$ cat src/rtl/mux4_rr_arbiter.sv
// mux4_rr_arbiter: round-robin arbiter granting one of four masters a shared 32-bit port
// Optional grant-hold limit is built only when ARB_TIMEOUT_EN is defined.
// Ports:
//   clk        clock, rising edge
//   rst        synchronous reset, active-high
//   req_i      per-master request, held for the whole transaction
//   done_i     shared resource finished the current transaction (looked at in GRANT only)
//   grant_o    registered one-hot grant, 0000 = none
//   sel_o      registered mux select = index of the granted master, held while idle
//   busy_o     high while a grant is active
//   timeout_o  one-cycle pulse after a forced release (always 0 without ARB_TIMEOUT_EN)
module mux4_rr_arbiter #(
    parameter int TIMEOUT = 200,
    parameter int TO_W    = 8
) (
    input  logic       clk,
    input  logic       rst,
    input  logic [3:0] req_i,
    input  logic       done_i,
    output logic [3:0] grant_o,
    output logic [1:0] sel_o,
    output logic       busy_o,
    output logic       timeout_o
);
    typedef enum logic {IDLE, GRANT} state_t;
    state_t     state_q, state_d;
    logic [3:0] grant_q, grant_d;
    logic [1:0] sel_q, sel_d, ptr_q, ptr_d, arb_ptr, win;
    logic       timeout_q, timeout_d, limit, rel, arb;
    if (TIMEOUT < 2 || TIMEOUT > 255 || (2 ** TO_W) < TIMEOUT) begin : g_bad_cfg
        $error("mux4_rr_arbiter: TIMEOUT/TO_W out of range");
    end
`ifdef ARB_TIMEOUT_EN
    logic [TO_W-1:0] cnt_q, cnt_d;
    assign limit = state_q == GRANT && !done_i && cnt_q == TO_W'(TIMEOUT - 1);
    // Staying in GRANT implies done=0, so counting there is counting undone cycles.
    assign cnt_d = (state_q == GRANT && !rel) ? cnt_q + 1'b1 : '0;
    always_ff @(posedge clk) cnt_q <= rst ? '0 : cnt_d;
`else
    assign limit = 1'b0;
`endif
    assign rel     = state_q == GRANT && (done_i || !req_i[sel_q] || limit);
    assign arb     = state_q == IDLE || rel;
    // On release the finisher drops to lowest priority by moving ptr past it before searching.
    assign arb_ptr = rel ? sel_q + 2'd1 : ptr_q;
    always_comb begin
        win = arb_ptr;
        for (int k = 3; k >= 0; k--) win = req_i[arb_ptr + 2'(k)] ? arb_ptr + 2'(k) : win;
    end
    always_comb begin
        state_d   = arb ? (|req_i ? GRANT : IDLE) : state_q;
        grant_d   = arb ? (|req_i ? 4'b0001 << win : 4'b0000) : grant_q;
        sel_d     = (arb && |req_i) ? win : sel_q;
        ptr_d     = arb_ptr;
        timeout_d = limit;
    end
    always_ff @(posedge clk) begin
        if (rst) begin
            state_q   <= IDLE;
            grant_q   <= '0;
            sel_q     <= '0;
            ptr_q     <= '0;
            timeout_q <= 1'b0;
        end else begin
            state_q   <= state_d;
            grant_q   <= grant_d;
            sel_q     <= sel_d;
            ptr_q     <= ptr_d;
            timeout_q <= timeout_d;
        end
    end
    assign grant_o   = grant_q;
    assign sel_o     = sel_q;
    assign busy_o    = state_q == GRANT;
    assign timeout_o = timeout_q;
endmodule

$ cat config.mk
export PLATFORM = sky130hd
export DESIGN_NAME = mux4_rr_arbiter
export DESIGN_NICKNAME = d
export VERILOG_FILES = /design/src/rtl/mux4_rr_arbiter.sv
export SDC_FILE = /design/constraint.sdc
export NUM_CORES = 1
export LEC_CHECK = 0
export CORE_MARGIN = 5
export CORE_UTILIZATION = 42
export DETAILED_ROUTE_END_ITERATION = 16
export PLACE_DENSITY = 0.7
export SETUP_SLACK_MARGIN = 0.02
export SYNTH_ARGS = -nofsm -noshare
export SYNTH_HDL_FRONTEND = slang
export SYNTH_SLANG_ARGS = --single-unit
$ cat constraint.sdc
create_clock -name clk -period 2.15 [get_ports clk]
set_clock_uncertainty 0.05 [all_clocks]
set_input_delay 0.43 -clock clk [delete_from_list [all_inputs] [get_ports clk]]
set_output_delay 0.43 -clock clk [all_outputs]
set_load 0.02 [all_outputs]
==> flow_metrics.tcl, run 1 <==
set metrics [dict create \
    status "finished, final reports clean" \
    path_class "in2reg" \
    ys_ff_latch 9 \
    ys.flop_type "dfxtp_1" \
    period_share_pct 96.2 \
    required_ns 2.27 \
    muxShareOfSynthArea_pct 3.75 \
    max_freq_mhz 484 \
    n_antenna_cell 0 \
    clk_pin_slew_ns 0.06 \
    dr_total_vias 704 \
    fp-row-count 14 \
    ys_top_cells_by_count "13 x nand2_1, 9 x dfxtp_1, 7 x inv_1" \
    slowest_delay_ns 0.27 \
    gp_congestion 0.843 \
    pin_count 15 \
    clock-sinks 9 \
    numCtsBuffers 3 \
    grt_pass1_vias 684 \
    vdd_ir_drop_max_mv 0.518 \
    cts-root-buf "clkbuf_4" \
    cts_hold_buffers 0 \
    yosysSeqAreaShare_pct 28.5 \
    synth_compound_area_share_pct 36.0 \
    die_area_um2 2380 \
    syn_nets 83 \
    synth_top_area_share_pct 28.5 \
    drc 0 \
    path_cells "dlygate4sd2_1 -> or2_1 -> o221a_4 -> buf_4 -> o221ai_1 -> o2111ai_2 -> and2_1 -> o31ai_1" \
    yosys.area_share.adder_pct 0 \
    synth.area.top_cells "dfxtp_1 28%, nand2_1 7.7%, o31ai_1 4.7%" \
    synth-simple-area-share_pct 20.9 \
    synth_most_common_cell "nand2_1" \
    synth_xor_area_share_pct 1.38 \
    die_y_um 48.8 \
    report.power.total_uw 663 \
    drv_cap 0 \
    htreeDepth 1 \
    crit_path_end_kind "flip-flop" \
    synth_top_family_by_area "compound AO/OA/AOI/OAI gates" \
    setup_viol 0 \
    min_path_type "reg2reg" \
    grt_overflow_total 0 \
    die_w_um 48.8 \
    slowest_stage "or2_1" \
    route.detailed.wl_per_inst_um 15.6 \
    viasPerCell 5.77 \
    grt_pass1_wl_um 3000 \
    synth_edf_count 0 \
    async_flop_share_pct 0 \
    coreArea_um2 1470 \
    final_cells 122 \
    hpwl_um 1400 \
    avgSynthCellArea_um2 8.33 \
    yosysTopAreaCell "dfxtp_1" \
    clk_path_buf_depth 2 \
    placed_cell_area_um2 860 \
    power.density_nw_per_um2 685 \
    synthCells 76 \
    routed_wl_um 1910 \
    first_pass_iters 6 \
    area_growth_syn_to_layout_pct 53.0 \
    drive_above_1_share_pct 31.1 \
    yosysWarnings 0 \
    synth.distinct_cells 37 \
    initial_core_util_pct 43.0 \
    antenna_found_initial 0 \
    dpl.cell_count 116 \
    final_cell_area_um2 968 \
    hold_viol 0 \
    worstPathMaxFanout 5 \
    p_leak_uw 0.000381 \
    netlist_area_um2 633 \
    finalCriticalPeriod_ns 2.07 \
    drtIter0Drc 20 \
    grtUsageTotal_pct 15.6 \
    cts_tree "done" \
    numPortBuffers 13 \
    clk_latency_ns 0.26 \
    ant_nets 0 \
    drv_slew 0 \
    layout.nets 114 \
    grt_max_degree 9 \
    cp.arrival_ns 2.19 \
    rsz0062_at_grt "no" \
    critPathLaunchType "input port" \
]
worst max-delay path: cells and delay by family:
| kind | cells | cell delay, ns |
|---|---|---|
| compound gates | 4 | 0.88 |
| simple gates | 2 | 0.46 |
| buf+inv | 2 | 0.40 |
area by class of cell:
cell class	instances	area [um2]
well taps	16	20.0
repair buffers	29	256
multi-input cells	57	455
flip-flops and latches	9	184
inverters	7	26.3
clock buffers	4	26.3
fillers	126	503
state kept, by name, summed over array words and instances, names as in the netlist:
register	cells
grant_o	4
ptr_q	2
sel_o	2
busy_o	1
through the flow:
| step | hold slack (ns) | setup slack (ns) | setup TNS, ns | util [%] |
|---|---|---|---|---|
| after floorplan | 0.442 | 0.0675 | 0 | - |
| after global placement | 0.391 | -0.362 | -1.90 | 58.4 |
| after detailed placement | 0.394 | -0.430 | -2.19 | 58.4 |
| after CTS | 0.410 | 0.0591 | 0 | 64.6 |
| after global routing | 0.425 | 0.0138 | 0 | 65.8 |
| final | 0.416 | 0.0822 | 0 | 65.8 |
placed cells by master (no fill, tap or decap), drive strengths merged, types with 2 or more instances in the layout:
cell and n:
a21oi 3, o31ai 4, o22ai 2, mux2i 2, nand2 13, inv 7
dfxtp 9, o221ai 4, o2111ai 2, dlygate4sd2 5, nor2 6, buf 16
clkbuf 4, clkdlybuf4s50 8
where the power goes:
part | total [uW] | internal (uW) | switching, uW
clock | 129 | 71.4 | 57.6
combinational | 318 | 163 | 155
sequential | 216 | 189 | 26.9
total | 663 | 424 | 239
kinds of logic (layout without fill, tap and decap cells):
kind of cell,Yosys count,in the layout
and+or+nand+nor,29,29
xor gates and xnor gates,1,1
DFF,9,9
muxes,2,2
other,1,1
AOI/OAI and AO/OA,24,24
buffers and inverters,10,40
per-layer routing:
layer / part of all wire [%] / up-vias / GRT usage [%]
met5: 0 / - / 0
met4: 0 / 0 / 3.59
met3: 4.6 / 0 / 6.42
met2: 51 / 17 / 25.7
met1: 45 / 344 / 18.9
li1: - / 343 / -
what timing repair did:
item / CTS / global route
setup buffers: 1 / 1
resized for setup: 14 / 3
pin swaps: 8 / 4
endpoints found under the setup margin: 5 / 4
worst paths after layout:
| check | from | to | depth (start not counted) | slack, ns |
|---|---|---|---|---|
| max | done_i | grant_o[1]$_SDFFE_PP0N_ | 8 | 0.08 |
| min | grant_o[2]$_SDFFE_PP0N_ | grant_o[2]$_SDFFE_PP0N_ | 2 | 0.42 |
| max reg2reg | sel_o[0]$_SDFFE_PP0P_ | sel_o[0]$_SDFFE_PP0P_ | 6 | 0.11 |
| min reg2reg | grant_o[2]$_SDFFE_PP0N_ | grant_o[2]$_SDFFE_PP0N_ | 2 | 0.42 |
No activity file was read; power rests on OpenSTA's default activity.
==> run 2, diff against run 1 <==
- CTS_CLUSTER_DIAMETER: unset -> 120
- SKIP_LAST_GASP: unset -> 1
==> results of run 2 <==
Final layout, timing and power as in run 1 (identical DEF).
==> run 3, diff against run 2 <==
- CAP_MARGIN: unset -> 10
- PLACE_DENSITY: 0.7 -> 0.82
==> run 3 against run 2 <==
  * Core utilization grew 3.7 points
  * Clock power grew 8%
  * Final cell count grew 0.82%
  * Total power grew 6.0%
  * Register-to-register slack lost 0.04 ns
  * Highest routed layer is now met4
==> flow_metrics.tcl, run 3 (synthesis gave the netlist of run 1 again) <==
set metrics [dict create \
    status "finished, final reports clean" \
    die_y_um 48.8 \
    p_leak_uw 0.000397 \
    fp-row-count 14 \
    drv_cap 0 \
    hold_slack_ns 0.427 \
    clk_path_buf_depth 2 \
    power.density_nw_per_um2 687 \
    htreeDepth 1 \
    dpl.cell_count 118 \
    final_cells 123 \
    vdd_ir_drop_max_mv 0.455 \
    numCtsBuffers 3 \
    n_antenna_cell 0 \
    cp.arrival_ns 2.24 \
    viasPerCell 6.00 \
    whs_path_depth 2 \
    grtUsageTotal_pct 16.9 \
    route.detailed.wl_per_inst_um 17.0 \
    slowest_stage "or3_4" \
    critPathLaunchType "input port" \
    first_pass_iters 4 \
    area_growth_syn_to_layout_pct 61.5 \
    grt_pass1_wl_um 3270 \
    gp_congestion 0.854 \
    cts_tree "done" \
    drc 0 \
    crit_path_end_kind "flip-flop" \
    period_share_pct 97.5 \
    regToRegStartpoint "sel_o[0]$_SDFFE_PP0P_" \
    pin_count 15 \
    antenna_found_initial 0 \
    rsz0062_at_grt "yes" \
    dr_total_vias 738 \
    die_area_um2 2380 \
    whs_endpoint "grant_o[2]$_SDFFE_PP0N_" \
    grt_max_degree 9 \
    min_from "grant_o[2]$_SDFFE_PP0N_" \
    setup_viol 0 \
    ff2ff_path_depth 7 \
    path_class "in2reg" \
    largest_reg_flops 4 \
    clk_latency_ns 0.27 \
    most-common-layout-cells "16 x buf_4, 12 x nand2_1, 8 x dfxtp_1, 8 x clkdlybuf4s50_1, 7 x inv_1" \
    tns_ns 0 \
    slowest_delay_ns 0.44 \
    hpwl_um 1370 \
    numPortBuffers 13 \
    die_w_um 48.8 \
    grt_pass1_vias 741 \
    coreArea_um2 1470 \
    drtIter0Drc 14 \
    max_freq_mhz 477 \
    required_ns 2.29 \
    clk_pin_slew_ns 0.06 \
    worstPathMaxFanout 5 \
    cts_hold_buffers 0 \
    fin_util_pct 69.5 \
    min_path_type "reg2reg" \
    ant_nets 0 \
    path_cells "dlygate4sd2_1 -> or2_4 -> o221a_4 -> buf_4 -> o21ai_4 -> a221oi_4 -> or3_4 -> o31ai_4" \
    drv_slew 0 \
    finalCriticalPeriod_ns 2.10 \
    hold_viol 0 \
    reg2reg_setup_slack_ns 0.07 \
    final_common_cell "buf_4" \
    grt_overflow_total 0 \
    clock-sinks 9 \
    drive_above_1_share_pct 39.3 \
    routed_wl_um 2090 \
    r2r_end "grant_o[1]$_SDFFE_PP0N_" \
    cts-root-buf "clkbuf_4" \
    initial_core_util_pct 43.0 \
    layout.nets 115 \
]
-- run 3: how the worst max path moves through the flow --
stage	from	endpoint	slack [ns]	cells past startpoint
5_1_grt	sel_o[0]$_SDFFE_PP0P_	grant_o[2]$_SDFFE_PP0N_	-0.03	7
4_1_cts	done_i	grant_o[0]$_SDFFE_PP0N_	0.03	8
3_3_place_gp	req_i[2]	grant_o[2]$_SDFFE_PP0N_	-0.42	8
6_report	done_i	grant_o[1]$_SDFFE_PP0N_	0.05	8
2_1_floorplan	sel_o[0]$_SDFFE_PP0P_	sel_o[0]$_SDFFE_PP0P_	0.07	8
3_5_place_dp	req_i[3]	grant_o[0]$_SDFFE_PP0N_	-0.54	8
-- run 3: routing by layer --
metal	wire [um]	part of all wire, %	vias up	GRT usage, %
li1	-	-	340	-
met1	853	41	351	19.4
met2	1050	50	36	29.6
met3	135	6.4	11	3.67
met4	59	2.8	0	7.62
met5	0	0	-	0
-- run 3: final cells by class --
type | count | area, um2
clock buffers | 4 | 26.3
fillers | 119 | 449
inverters | 7 | 26.3
multi-input cells | 57 | 513
flip-flops and latches | 9 | 181
well taps | 16 | 20.0
repair buffers | 30 | 255
-- run 3: power breakdown --
part,internal (uW),total [uW],switching (uW),leakage [uW]
logic,174,350,176,0.000308
registers,189,214,25.3,0.0000747
clock network,71.9,139,66.6,0.0000150
total,435,703,268,0.000397
-- run 3: metrics by stage --
| step | instance area, um2 | total power, uW | setup slack [ns] |
|---|---|---|---|
| 3_3_place_gp | 875 | 483 | -0.423 |
| 5_1_grt | 1020 | 736 | -0.0333 |
| 3_5_place_dp | 875 | 490 | -0.543 |
| 4_1_cts | 962 | 658 | 0.0312 |
| 6_report | 1020 | 703 | 0.0546 |
| 2_1_floorplan | 634 | 378 | 0.0675 |
-- run 3: worst max-delay path, delay by kind of cell --
kind	cells	cell delay (ns)
compound gates	4	0.70
simple gates	2	0.68
buf+inv	2	0.43
-- run 3: what timing repair did --
action / CTS / global route
setup buffers: 0 / 1
gates resized for setup: 20 / 8
gates cloned: 0 / 0
pin swaps: 8 / 6
endpoints found under the setup margin: 6 / 5
